**src/rtl/multi_dataflow_cfg_master.sv**
```systemverilog
// multi_dataflow_cfg_master: periph-bus initiator that acquires the HWPE, writes the job registers, triggers and waits for end-of-job.
// Optional macro CFG_MASTER_TIMEOUT_EN bounds the end-of-job wait to TIMEOUT_CYCLES and flags error_o on expiry.
//
//   state      | meaning
//   S_IDLE     | waiting for start_i; shadow writable
//   S_ACQ_REQ  | read of ACQUIRE presented, waiting for grant
//   S_ACQ_RSP  | waiting for ACQUIRE response (bit 31 = refused)
//   S_BACKOFF  | refused; down-count RETRY_CYCLES before retrying
//   S_WR_REQ   | write of shadow[idx] presented, waiting for grant
//   S_WR_RSP   | waiting for write response
//   S_TRIG_REQ | write of 0 to TRIGGER presented, waiting for grant
//   S_TRIG_RSP | waiting for trigger write response
//   S_WAIT_EVT | job running; waiting for evt_i
module multi_dataflow_cfg_master #(
    parameter int unsigned N_REGS         = 26,
    parameter logic [31:0] BASE_ADDR      = 32'h0,
    parameter int unsigned ID_WIDTH       = 10,
    parameter int unsigned PERIPH_ID      = 0,
    parameter int unsigned RETRY_CYCLES   = 16,
    parameter int unsigned TIMEOUT_CYCLES = 65535,
    localparam int unsigned IDX_W         = $clog2(N_REGS)
) (
    input  logic                clk_i,
    input  logic                rst_i,
    input  logic                cfg_we_i,
    input  logic [IDX_W-1:0]    cfg_idx_i,
    input  logic [31:0]         cfg_data_i,
    input  logic                start_i,
    input  logic                evt_i,
    output logic                busy_o,
    output logic                done_o,
    output logic                error_o,
    output logic [7:0]          job_id_o,
    output logic                periph_req_o,
    input  logic                periph_gnt_i,
    output logic [31:0]         periph_add_o,
    output logic                periph_wen_o,
    output logic [3:0]          periph_be_o,
    output logic [31:0]         periph_data_o,
    output logic [ID_WIDTH-1:0] periph_id_o,
    input  logic [31:0]         periph_r_data_i,
    input  logic                periph_r_valid_i,
    input  logic [ID_WIDTH-1:0] periph_r_id_i
);

    localparam int unsigned     RETRY_W  = $clog2(RETRY_CYCLES + 1);
    localparam logic [IDX_W-1:0] LAST_IDX = IDX_W'(N_REGS - 1);
    localparam logic [31:0]     ADDR_TRIGGER = BASE_ADDR;
    localparam logic [31:0]     ADDR_ACQUIRE = BASE_ADDR + 32'h4;

    typedef enum logic [3:0] {
        S_IDLE, S_ACQ_REQ, S_ACQ_RSP, S_BACKOFF, S_WR_REQ,
        S_WR_RSP, S_TRIG_REQ, S_TRIG_RSP, S_WAIT_EVT
    } state_t;

    state_t             state_q;
    logic [31:0]        shadow_q [N_REGS];
    logic [IDX_W-1:0]   idx_q;
    logic [IDX_W-1:0]   idx_d;
    logic [RETRY_W-1:0] retry_q;
    logic               req_q;
    logic               wen_q;
    logic [31:0]        add_q;
    logic [31:0]        data_q;
    logic               busy_q;
    logic               done_q;
    logic               error_q;
    logic [7:0]         job_id_q;
    logic               id_bad;
    logic               unused_rdata;

`ifdef CFG_MASTER_TIMEOUT_EN
    localparam int unsigned TMO_W = $clog2(TIMEOUT_CYCLES + 1);
    logic [TMO_W-1:0]   tmo_q;
`else
    localparam int unsigned unused_timeout = TIMEOUT_CYCLES;
`endif

    function automatic logic [31:0] io_addr(input logic [IDX_W-1:0] idx);
        return BASE_ADDR + 32'h40 + (32'(idx) << 2);
    endfunction

    assign idx_d        = idx_q + 1'b1;
    assign id_bad       = periph_r_id_i != ID_WIDTH'(PERIPH_ID);
    assign unused_rdata = ^periph_r_data_i[30:8];

    always_ff @(posedge clk_i) begin
        if (rst_i) begin
            state_q  <= S_IDLE;
            idx_q    <= '0;
            retry_q  <= '0;
            req_q    <= 1'b0;
            wen_q    <= 1'b0;
            add_q    <= '0;
            data_q   <= '0;
            busy_q   <= 1'b0;
            done_q   <= 1'b0;
            error_q  <= 1'b0;
            job_id_q <= '0;
            for (int i = 0; i < N_REGS; i++) shadow_q[i] <= '0;
`ifdef CFG_MASTER_TIMEOUT_EN
            tmo_q    <= '0;
`endif
        end else begin
            if (cfg_we_i && !busy_q && 32'(cfg_idx_i) < N_REGS)
                shadow_q[cfg_idx_i] <= cfg_data_i;
            done_q <= 1'b0;

            // responses are only looked at in *_RSP states, so an r_valid in the grant cycle is dropped
            case (state_q)
                S_IDLE: begin
                    busy_q <= 1'b0;
                    if (start_i && !busy_q) begin
                        state_q <= S_ACQ_REQ;
                        busy_q  <= 1'b1;
                        error_q <= 1'b0;
                        idx_q   <= '0;
                        req_q   <= 1'b1;
                        wen_q   <= 1'b1;
                        add_q   <= ADDR_ACQUIRE;
                        data_q  <= '0;
                    end
                end
                S_ACQ_REQ: begin
                    if (periph_gnt_i) begin
                        req_q   <= 1'b0;
                        state_q <= S_ACQ_RSP;
                    end
                end
                S_ACQ_RSP: begin
                    if (periph_r_valid_i) begin
                        if (id_bad) error_q <= 1'b1;
                        if (periph_r_data_i[31]) begin
                            state_q <= S_BACKOFF;
                            retry_q <= RETRY_W'(RETRY_CYCLES - 1);
                        end else begin
                            job_id_q <= periph_r_data_i[7:0];
                            state_q  <= S_WR_REQ;
                            req_q    <= 1'b1;
                            wen_q    <= 1'b0;
                            add_q    <= io_addr('0);
                            data_q   <= shadow_q[0];
                        end
                    end
                end
                S_BACKOFF: begin
                    if (retry_q == '0) begin
                        state_q <= S_ACQ_REQ;
                        req_q   <= 1'b1;
                        wen_q   <= 1'b1;
                        add_q   <= ADDR_ACQUIRE;
                    end else begin
                        retry_q <= retry_q - 1'b1;
                    end
                end
                S_WR_REQ: begin
                    if (periph_gnt_i) begin
                        req_q   <= 1'b0;
                        state_q <= S_WR_RSP;
                    end
                end
                S_WR_RSP: begin
                    if (periph_r_valid_i) begin
                        if (id_bad) error_q <= 1'b1;
                        req_q <= 1'b1;
                        wen_q <= 1'b0;
                        if (idx_q == LAST_IDX) begin
                            state_q <= S_TRIG_REQ;
                            add_q   <= ADDR_TRIGGER;
                            data_q  <= '0;
                        end else begin
                            idx_q   <= idx_d;
                            state_q <= S_WR_REQ;
                            add_q   <= io_addr(idx_d);
                            data_q  <= shadow_q[idx_d];
                        end
                    end
                end
                S_TRIG_REQ: begin
                    if (periph_gnt_i) begin
                        req_q   <= 1'b0;
                        state_q <= S_TRIG_RSP;
                    end
                end
                S_TRIG_RSP: begin
                    if (periph_r_valid_i) begin
                        if (id_bad) error_q <= 1'b1;
                        state_q <= S_WAIT_EVT;
`ifdef CFG_MASTER_TIMEOUT_EN
                        tmo_q   <= TMO_W'(TIMEOUT_CYCLES - 1);
`endif
                    end
                end
                S_WAIT_EVT: begin
                    if (evt_i) begin
                        state_q <= S_IDLE;
                        done_q  <= 1'b1;
                    end
`ifdef CFG_MASTER_TIMEOUT_EN
                    else if (tmo_q == '0) begin
                        state_q <= S_IDLE;
                        done_q  <= 1'b1;
                        error_q <= 1'b1;
                    end else begin
                        tmo_q <= tmo_q - 1'b1;
                    end
`endif
                end
                default: state_q <= S_IDLE;
            endcase
        end
    end

    assign busy_o        = busy_q;
    assign done_o        = done_q;
    assign error_o       = error_q;
    assign job_id_o      = job_id_q;
    assign periph_req_o  = req_q;
    assign periph_add_o  = add_q;
    assign periph_wen_o  = wen_q;
    assign periph_be_o   = 4'hF;
    assign periph_data_o = data_q;
    assign periph_id_o   = ID_WIDTH'(PERIPH_ID);

endmodule

```
**config.mk**
```make
export PLATFORM = sky130hd
export DESIGN_NAME = multi_dataflow_cfg_master
export DESIGN_NICKNAME = d
export VERILOG_FILES = /design/src/rtl/multi_dataflow_cfg_master.sv
export SDC_FILE = /design/constraint.sdc
export NUM_CORES = 1
export LEC_CHECK = 0
export CORE_MARGIN = 3
export CORE_UTILIZATION = 35
export DETAILED_ROUTE_END_ITERATION = 10
export HOLD_SLACK_MARGIN = 0.1
export PLACE_DENSITY = 0.53
export SLEW_MARGIN = 20
export SYNTH_ARGS = -nofsm -noshare
export SYNTH_HDL_FRONTEND = slang
export SYNTH_SLANG_ARGS = --single-unit
```
**constraint.sdc**
```tcl
create_clock -name clk_i -period 5.55 [get_ports clk_i]
set_clock_uncertainty 0.1 [all_clocks]
set_input_delay 0.8325 -clock clk_i [delete_from_list [all_inputs] [get_ports clk_i]]
set_output_delay 0.8325 -clock clk_i [all_outputs]
set_load 0.02 [all_outputs]
```
==> results.tsv, run 1 <==
metric	value	unit
DRT antenna net count	0	
crit end category	register	
fin crit period	4190	ps
IO buf count	113	
Mapped Cells	3165	
Pwr Density	325	nW/um^2
reg2reg setup slack	1580	ps
Post-Route Setup TNS	0	ps
Tcrit/Tclk final	75.5	%
initial drt markers	2541	
TritonCTS clock tree	done	
Hold Buf Count CTS	0	
first-pass GRT wire length	200	mm
post-DP HPWL	79.8	mm
largest family of logic cells by synthesized area	simple AND/OR/NAND/NOR gates	
Routed WL per cell	26.0	um
Seq/Total Area, Yosys	66.4	%
Total Routed Length	138	mm
Nets	3517	
CTS Buf Count	117	
vias per inst	5.07	
worst slew pin tran	1180	ps
critical path class	in -> reg	
fmax	239	MHz
Yosys cell types	60	
worst skew pair latency	720	ps
Adder-Cell Fraction of Synth Area	0.104	%
CTS H-Tree Depth	3	
area leader, netlist	edfxtp_1	
reg2reg start	busy_o$_SDFFE_PP0P_	
Synth-to-Final Area Change	16.3	%
mux cell area share after synthesis	12.9	%
post-CTS sizing	0	
initial antenna violation count	9	
Fin Hold WS	348	ps
reg2reg path depth	4	
Post-synth ARST share	0	%
HP Start	periph_wen_o$_SDFFE_PP0P_	
# fillers	12400	
drt pass-1 iters	5	
row count	135	
Compound-Gate Fraction of Synth Area	3.02	%
outcome	finished clean	
die extent in y	377	um
number of global-route vias before repair	27500	
clock tree buffer depth	3	
Leak Pwr	20.6	nW
final hold vios	0	
Crit Path Max Fanout	18	
Mapped Area	48200	sq um
hold path endpoint	periph_wen_o$_SDFFE_PP0P_	
# DRC	0	
share of cells above drive strength 1	18.5	%
worst hold stages	2	
# setup viols final	0	
die width	377	um
#FFs+latches synth	1089	
Final Max Tran Viols	0	
Reg-to-Reg End	shadow_q[0][16]$_SDFFCE_PN0P_	
yosys warns	0	
via count	26900	
RSZ-0062 raised after global routing	false	
Critical Path RT	5820	ps
Max-slew headroom	20.8	%
Die ar.	142000	sq um
CP Launch Type	input port	
GR Overflow Total	0	
Initial Util	35.4	%
crit path DAT	4460	ps
pin count of the biggest net entering global routing	92	
# IOs	177	
post-synthesis xor/xnor area fraction	0.143	%
RD Place Congestion	0.762	
max-cap viol count	0	
Main synth FF type	edfxtp_1	
core area	136000	sq um
Mean Syn Cell Area	15.2	sq um
Max IR drop VDD	0.231	mV
Post-Synth Simple-Gate Area	14.4	%
CTS Sinks	1089	
synth top area cells	edfxtp_1, mux4_2, and2_1, dfxtp_1, nand2_1	
CTS root buf	clkbuf_16	
Post-synth EDFFs	1024	
GRT Total Usage	19.5	%
CTS clk-pin slew, worst paths	60	ps
top-area cell type share of the netlist area	63.7	%
postcts setup bufs	0	
worst hold path type	reg -> reg	
worst max path at each step:
stage           from                             end  slack (ps)  cells past startpoint
3_5_place_dp   rst_i   shadow_q[0][11]$_SDFFCE_PN0P_         880                      5
6_report       rst_i   shadow_q[0][16]$_SDFFCE_PN0P_        1360                      5
4_1_cts        rst_i   shadow_q[0][20]$_SDFFCE_PN0P_        1670                      5
2_1_floorplan  rst_i    shadow_q[3][0]$_SDFFCE_PN0P_         950                      4
3_3_place_gp   rst_i  shadow_q[16][24]$_SDFFCE_PN0P_         820                      5
5_1_grt        rst_i   shadow_q[0][20]$_SDFFCE_PN0P_        1560                      5
kinds of logic (layout without fill, tap and decap cells):
kind of cell,after synthesis,in the layout
simple gates,1232,1232
other cells,2,234
compound gates,220,220
mux,299,299
fa+ha+maj,4,4
buf+inv,312,443
flops,1089,1089
xor+xnor,7,7
state kept, by name (all words and copies together) (netlist names):
signal / flops
done_o: 1
periph_req_o: 1
periph_add_o: 6
idx_q: 5
retry_q: 5
periph_data_o: 32
busy_o: 1
job_id_o: 8
error_o: 1
shadow_q: 1024
state_q: 4
periph_wen_o: 1
placed cells by master, fill, tap and decap left out, types with 4 or more instances in the layout:
cell type	n
buf_4	86
a22oi_1	64
edfxtp_1	1024
inv_6	4
nand3_1	8
clkbuf_1	27
nand3b_1	4
clkbuf_16	120
nand2_1	287
o21ai_4	25
nand2b_1	6
clkinv_2	27
mux2_2	32
dfxtp_1	64
bufinv_16	5
inv_1	4
buf_2	16
nor3_1	4
mux4_2	256
nor4_1	4
nor2_2	23
mux2i_1	11
and2_1	832
conb_1	232
a21oi_1	79
buf_12	19
a211o_1	31
clkdlybuf4s50_1	97
nor2_1	24
clkinv_1	25
nor2b_1	6
nor3b_1	4
a21o_1	4
clkbuf_8	8
stage by stage:
step	util [%]	worst slack [ps]	power [mW]	instance area, sq um	instances
6_report	41.2	1360	18.2	56100	5309
3_3_place_gp	38.6	823	10.9	52500	5088
4_1_cts	41.3	1670	18.4	56200	5307
5_1_grt	41.2	1560	18.9	56100	5307
2_1_floorplan	-	948	10.4	49100	3395
3_5_place_dp	38.6	880	10.9	52500	5089
worst max-delay path, cell delays in order:
cell and delay, ps:
clkdlybuf4s50_1 500, nor4b_2 970, nand2_1 670, o21ai_4 910, buf_4 490
metal layers:
layer	global-route usage, %	vias up	share of wire [%]
met2	32.0	889	48
li1	-	11900	-
met1	26.7	13900	43
met3	4.03	176	7.3
met5	0	-	0
met4	4.64	0	2.1
power by group:
group          switching, mW  total (mW)  internal, mW
Clock                   3.25        7.53          4.27
Sequential             0.133        9.49          9.35
Combinational          0.817        1.22         0.402
Total                   4.20        18.2          14.0
cells in the mapped netlist, types with 4 or more instances:
cell	count
a211o_1	31
dfxtp_1	65
buf_6	8
a22oi_1	64
nor3_1	5
nand2b_1	6
nand3b_1	4
edfxtp_1	1024
nor2b_1	6
nor3b_1	6
nand3_1	8
nand2_1	287
nor2_1	48
a21oi_1	79
ha_1	4
inv_1	5
buf_4	42
buf_1	14
mux4_2	256
and2_1	832
mux2i_1	11
buf_2	31
clkbuf_1	211
mux2_2	32
a21o_1	4
o21ai_0	26
nor4_1	4
cell type report:
| cell class | instances | area, sq um | area share [%] |
|---|---|---|---|
| flip-flops and latches | 1089 | 32100 | 57.1 |
| multi-input cells | 1994 | 16100 | 28.6 |
| clock buffers | 155 | 3210 | 5.73 |
| well taps | 1781 | 2230 | 3.97 |
| repair buffers | 219 | 2100 | 3.75 |
| clock inverters | 63 | 440 | 0.785 |
| inverters | 6 | 23.8 | 0.0424 |
| diodes | 2 | 5.00 | 0.00892 |
Note: power is estimated with default switching activity, not from simulation.
==> run 2: changes to the inputs <==
--- a/config.mk
+++ b/config.mk
@@ -9,7 +9,7 @@
 export CORE_UTILIZATION = 35
 export DETAILED_ROUTE_END_ITERATION = 10
 export HOLD_SLACK_MARGIN = 0.1
-export PLACE_DENSITY = 0.53
+export PLACE_DENSITY = 0.54
 export SLEW_MARGIN = 20
 export SYNTH_ARGS = -nofsm -noshare
 export SYNTH_HDL_FRONTEND = slang
==> constraint.sdc (replaced) <==
create_clock -name clk_i -period 3.5 [get_ports clk_i]
set_clock_uncertainty 0.1 [all_clocks]
set_input_delay 0.525 -clock clk_i [delete_from_list [all_inputs] [get_ports clk_i]]
set_output_delay 0.525 -clock clk_i [all_outputs]
set_load 0.02 [all_outputs]
==> run 2 against run 1 <==
  * Sequential share of layout area fell by 1.4 points
  * Setup slack got worse by 1000 ps
  * Combinational power rose by 71%
  * Largest power group unchanged
==> results.tsv, run 2 (synthesized netlist as in run 1, its figures left out) <==
metric	value	unit
first-pass GRT wire length	200	mm
HP Start	cfg_data_i[31]	
row count	135	
DRT antenna net count	0	
TritonCTS clock tree	done	
die extent in y	377	um
hold path endpoint	shadow_q[27][31]$_DFFE_PP_	
post-DP HPWL	83.0	mm
Reg-to-Reg End	periph_data_o[31]$_SDFFE_PP0P_	
Hold Buf Count CTS	0	
# setup viols final	0	
vias per inst	5.12	
worst hold path type	in -> reg	
critical path class	reg -> reg	
number of global-route vias before repair	27800	
CTS Sinks	1089	
Tcrit/Tclk final	90.5	%
# DRC	0	
Psw	6.68	mW
CTS H-Tree Depth	3	
pin count of the biggest net entering global routing	65	
Pwr Density	514	nW/um^2
combinational group share of total power	7.0	%
power consumption	29.6	mW
outcome	finished clean	
CP Launch Type	register	
commonest cells after routing, fill and taps aside	edfxtp_1, and2_1, nand2_1	
reg2reg path depth	9	
fmax	316	MHz
max-cap viol count	0	
slowest CP cell	mux4_2	
postcts setup bufs	0	
Routed WL per cell	25.6	um
worst slew pin tran	1170	ps
Final Max Tran Viols	0	
worst hold stages	1	
most flop-heavy register	shadow_q	
initial drt markers	3069	
Initial Util	35.4	%
Setup WS post-layout	331	ps
fin crit period	3170	ps
sw frac	22.6	%
Internal	22.9	mW
clock share of power	42.2	%
reg2reg setup slack	330	ps
Flop pwr share	50.8	%
RD Place Congestion	0.774	
GRT Total Usage	19.5	%
Final Core Density	42.3	%
core area	136000	sq um
Critical Path RT	4000	ps
share of cells above drive strength 1	20.3	%
crit end category	register	
Leak Pwr	21.2	nW
CTS Buf Count	115	
IO buf count	113	
Max IR drop VDD	0.377	mV
CTS clk-pin slew, worst paths	60	ps
die width	377	um
final std cells w/o fill	5389	
Nets	3594	
Post-Layout Inst Area	57600	sq um
max reg flops	1024	
placed instance count	5168	
commonest non-fill, non-tap cell in the layout	edfxtp_1	
post-CTS sizing	0	
placed cell area	53800	sq um
most frequent CP cell	buf_12	
GR Overflow Total	0	
final hold vios	0	
pre-CTS WS	313	ps
# IOs	177	
worst skew pair latency	730	ps
reg2reg start	idx_q[1]$_SDFFE_PP0P_	
initial antenna violation count	15	
Die ar.	142000	sq um
Crit Path Max Fanout	18	
Max-slew headroom	21.8	%
crit path DAT	3670	ps
clock tree buffer depth	3	
CTS root buf	clkbuf_16	
CP Cell Sequence	ha_1 -> xor2_4 -> buf_12 -> buf_12 -> mux4_2 -> mux2_2 -> a22oi_1 -> a21oi_1 -> a211o_1	
Total Routed Length	138	mm
slowest stage delay, CP	530	ps
drt pass-1 iters	5	
Synth-to-Final Area Change	19.4	%
RSZ-0062 raised after global routing	false	
via count	27600	
## run 2: cell types whose count changed in the layout (fill, tap and decap cells not counted), sizes merged
cell,change
clkbuf,+10
buf,+79
bufinv,+7
clkinv,-15
diode,-1
## run 2: stage by stage
step | TNS [ps] | hold slack, ps
finish | 0 | 237
global route | 0 | 229
CTS | 0 | 209
detailed placement | 0 | 354
global placement | 0 | 339
floorplan | -539570 | 358
## run 2: worst max-delay path, delay by kind of cell, from the launching register on
kind,cells,cell delay (ps)
multiplexers,2,820
AO/OA/AOI/OAI,3,700
adder cells (fa/ha/maj),1,430
buffers and inverters,2,400
flip-flops,1,380
XOR/XNOR,1,190
## run 2: power by group through the flow
stage / clock [mW] / sequential [mW] / combinational (mW)
floorplan: 0 / 15.3 / 1.17
global placement: 0 / 15.3 / 2.09
detailed placement: 0 / 15.3 / 2.09
CTS: 12.8 / 15.0 / 2.10
global route: 13.2 / 15.1 / 2.24
finish: 12.5 / 15.0 / 2.09
## run 2: cell type report
cell class              instances  area, sq um
inverters                       6         23.8
well taps                    1781         2230
diodes                          1         2.50
fillers                     12300        78600
clock buffers                 165         3260
multi-input cells            1994        16100
flip-flops and latches       1089        32100
clock inverters                55          601
repair buffers                298         3370
## run 2: routing by layer
metal  up-vias  track usage (%)  share of wire, %
li1      12100                -                 -
met1     14300             28.3                44
met2      1061             30.0                46
met3       190             4.17               8.3
met4         0             4.84               2.3
met5         -                0                 0
## run 2: how the worst max path moves through the flow
stage / startpoint / cells past startpoint / to
floorplan: rst_i / 4 / shadow_q[3][0]$_SDFFCE_PN0P_
global placement: idx_q[1]$_SDFFE_PP0P_ / 9 / periph_data_o[25]$_SDFFE_PP0P_
detailed placement: idx_q[1]$_SDFFE_PP0P_ / 9 / periph_data_o[25]$_SDFFE_PP0P_
CTS: idx_q[1]$_SDFFE_PP0P_ / 9 / periph_data_o[30]$_SDFFE_PP0P_
global route: idx_q[1]$_SDFFE_PP0P_ / 9 / periph_data_o[31]$_SDFFE_PP0P_
finish: idx_q[1]$_SDFFE_PP0P_ / 9 / periph_data_o[31]$_SDFFE_PP0P_
==> run 3: changes to the inputs <==
--- a/config.mk
+++ b/config.mk
@@ -9,7 +9,6 @@
 export CORE_UTILIZATION = 35
 export DETAILED_ROUTE_END_ITERATION = 10
 export HOLD_SLACK_MARGIN = 0.1
-export PLACE_DENSITY = 0.54
 export SLEW_MARGIN = 20
 export SYNTH_ARGS = -nofsm -noshare
 export SYNTH_HDL_FRONTEND = slang
==> run 3 against run 2 <==
  * Sequential power about the same
  * Sequential share of layout area up 0.66 points
  * Final cell count down 0.17%
  * First-iteration DRC count down 14%
  * Setup slack better by 110 ps
  * Critical path depth unchanged
  * Combinational power down 2%
  * Clock power down 5%
  * Global-route usage down 1.2 points
  * Maximum frequency up 3.5%
  * Largest cell class unchanged
==> results.tsv, run 3 (synthesized netlist as in run 1, its figures left out) <==
metric	value	unit
outcome	finished clean	
Die ar.	142000	sq um
reg2reg setup slack	440	ps
Final Max Tran Viols	0	
CTS clk-pin slew, worst paths	60	ps
RSZ-0062 raised after global routing	false	
max-cap viol count	0	
critical path class	reg -> reg	
drt pass-1 iters	5	
clock tree buffer depth	3	
worst hold path type	in -> reg	
pin count of the biggest net entering global routing	64	
Total Routed Length	130	mm
power consumption	28.9	mW
crit path DAT	3590	ps
row count	135	
initial antenna violation count	9	
IO buf count	113	
share of cells above drive strength 1	20.0	%
# DRC	0	
via count	27200	
reg2reg start	retry_q[0]$_SDFFE_PP0P_	
# IOs	177	
Max IR drop VDD	0.411	mV
worst skew pair latency	700	ps
CTS H-Tree Depth	3	
HP Start	cfg_data_i[18]	
area of the multi-input gates	16100	sq um
# setup viols final	0	
Routed WL per cell	24.2	um
GR Overflow Total	0	
vias per inst	5.06	
commonest non-fill, non-tap cell in the layout	edfxtp_1	
Nets	3589	
crit end category	register	
commonest cells after routing, fill and taps aside	edfxtp_1, and2_1, nand2_1	
RD Place Congestion	0.782	
die width	377	um
CTS Buf Count	115	
DRT antenna net count	0	
Pwr Density	509	nW/um^2
first-pass GRT wire length	191	mm
Max-slew headroom	31.0	%
Synth-to-Final Area Change	18.0	%
max reg flops	1024	
TritonCTS clock tree	done	
Crit Path Max Fanout	17	
core area	136000	sq um
initial drt markers	2641	
GRT Total Usage	18.3	%
fmax	327	MHz
postcts setup bufs	0	
CTS root buf	clkbuf_16	
# fillers	12200	
post-DP HPWL	78.7	mm
reg2reg path depth	9	
register area	32100	sq um
hold path endpoint	shadow_q[28][18]$_DFFE_PP_	
die extent in y	377	um
Hold Buf Count CTS	0	
Initial Util	35.4	%
Reg-to-Reg End	periph_data_o[10]$_SDFFE_PP0P_	
number of global-route vias before repair	28000	
worst hold stages	1	
Final Core Density	41.8	%
CP Launch Type	register	
final hold vios	0	
Leak Pwr	21.0	nW
CTS Sinks	1089	
Tcrit/Tclk final	87.5	%
worst slew pin tran	1030	ps
post-CTS sizing	0	
fin crit period	3060	ps
most flop-heavy register	shadow_q	
Critical Path RT	4030	ps
[run 3: cell types whose count changed in the layout (fill, tap and decap cells not counted), sizes merged]
cell and delta:
clkdlybuf4s50 +6, bufinv -5, inv +1, diode +2, clkinvlp +4, buf -11
clkbuf -5, clkinv -1
[run 3: final cells by class]
class | count | area share [%]
inverters | 6 | 0.0418
well taps | 1781 | 3.92
diodes | 3 | 0.0132
flip-flops and latches | 1089 | 56.3
clock inverters | 54 | 0.827
clock buffers | 160 | 5.59
multi-input cells | 1994 | 28.2
repair buffers | 293 | 5.09
[run 3: metrics by stage]
| step | worst slack, ps | cell area (sq um) | std cells | hold slack (ps) | TNS (ps) |
|---|---|---|---|---|---|
| detailed placement | 341 | 53300 | 5163 | 341 | 0 |
| CTS | 462 | 56900 | 5377 | 260 | 0 |
| global route | 285 | 56900 | 5377 | 261 | 0 |
| global placement | 355 | 53300 | 5163 | 342 | 0 |
| finish | 439 | 56900 | 5380 | 258 | 0 |
| floorplan | -795 | 49100 | 3395 | 358 | -539570 |
[run 3: how the worst max path moves through the flow]
stage / from / to / slack, ps
after CTS: retry_q[0]$_SDFFE_PP0P_ / periph_data_o[10]$_SDFFE_PP0P_ / 460
after global placement: start_i / periph_data_o[3]$_SDFFE_PP0P_ / 360
after detailed placement: rst_i / shadow_q[25][25]$_SDFFCE_PN0P_ / 340
final: retry_q[0]$_SDFFE_PP0P_ / periph_data_o[10]$_SDFFE_PP0P_ / 440
after floorplan: rst_i / shadow_q[3][0]$_SDFFCE_PN0P_ / -790
after global routing: idx_q[1]$_SDFFE_PP0P_ / periph_data_o[27]$_SDFFE_PP0P_ / 280
[run 3: per-layer routing]
layer	vias up	global-route usage, %	wire (um)
met4	6	4.77	2710
li1	12000	-	-
met2	1015	30.3	62900
met1	14000	24.8	54200
met5	-	0	34
met3	180	3.45	10500
[run 3: report_power, final]
| part | total [mW] | switching (mW) | internal, mW |
|---|---|---|---|
| logic | 2.04 | 1.33 | 0.713 |
| clock network | 11.9 | 5.06 | 6.84 |
| registers | 15.0 | 0.182 | 14.8 |
[run 3: critical path, cell delays in order (launching register included)]
cell       delay, ps
dfxtp_1          340
inv_1             90
ha_1             140
or4b_4           490
o2bb2ai_2        150
or4b_4           620
nand2b_4         260
buf_4            210
nor3b_1          440
a211o_1          170
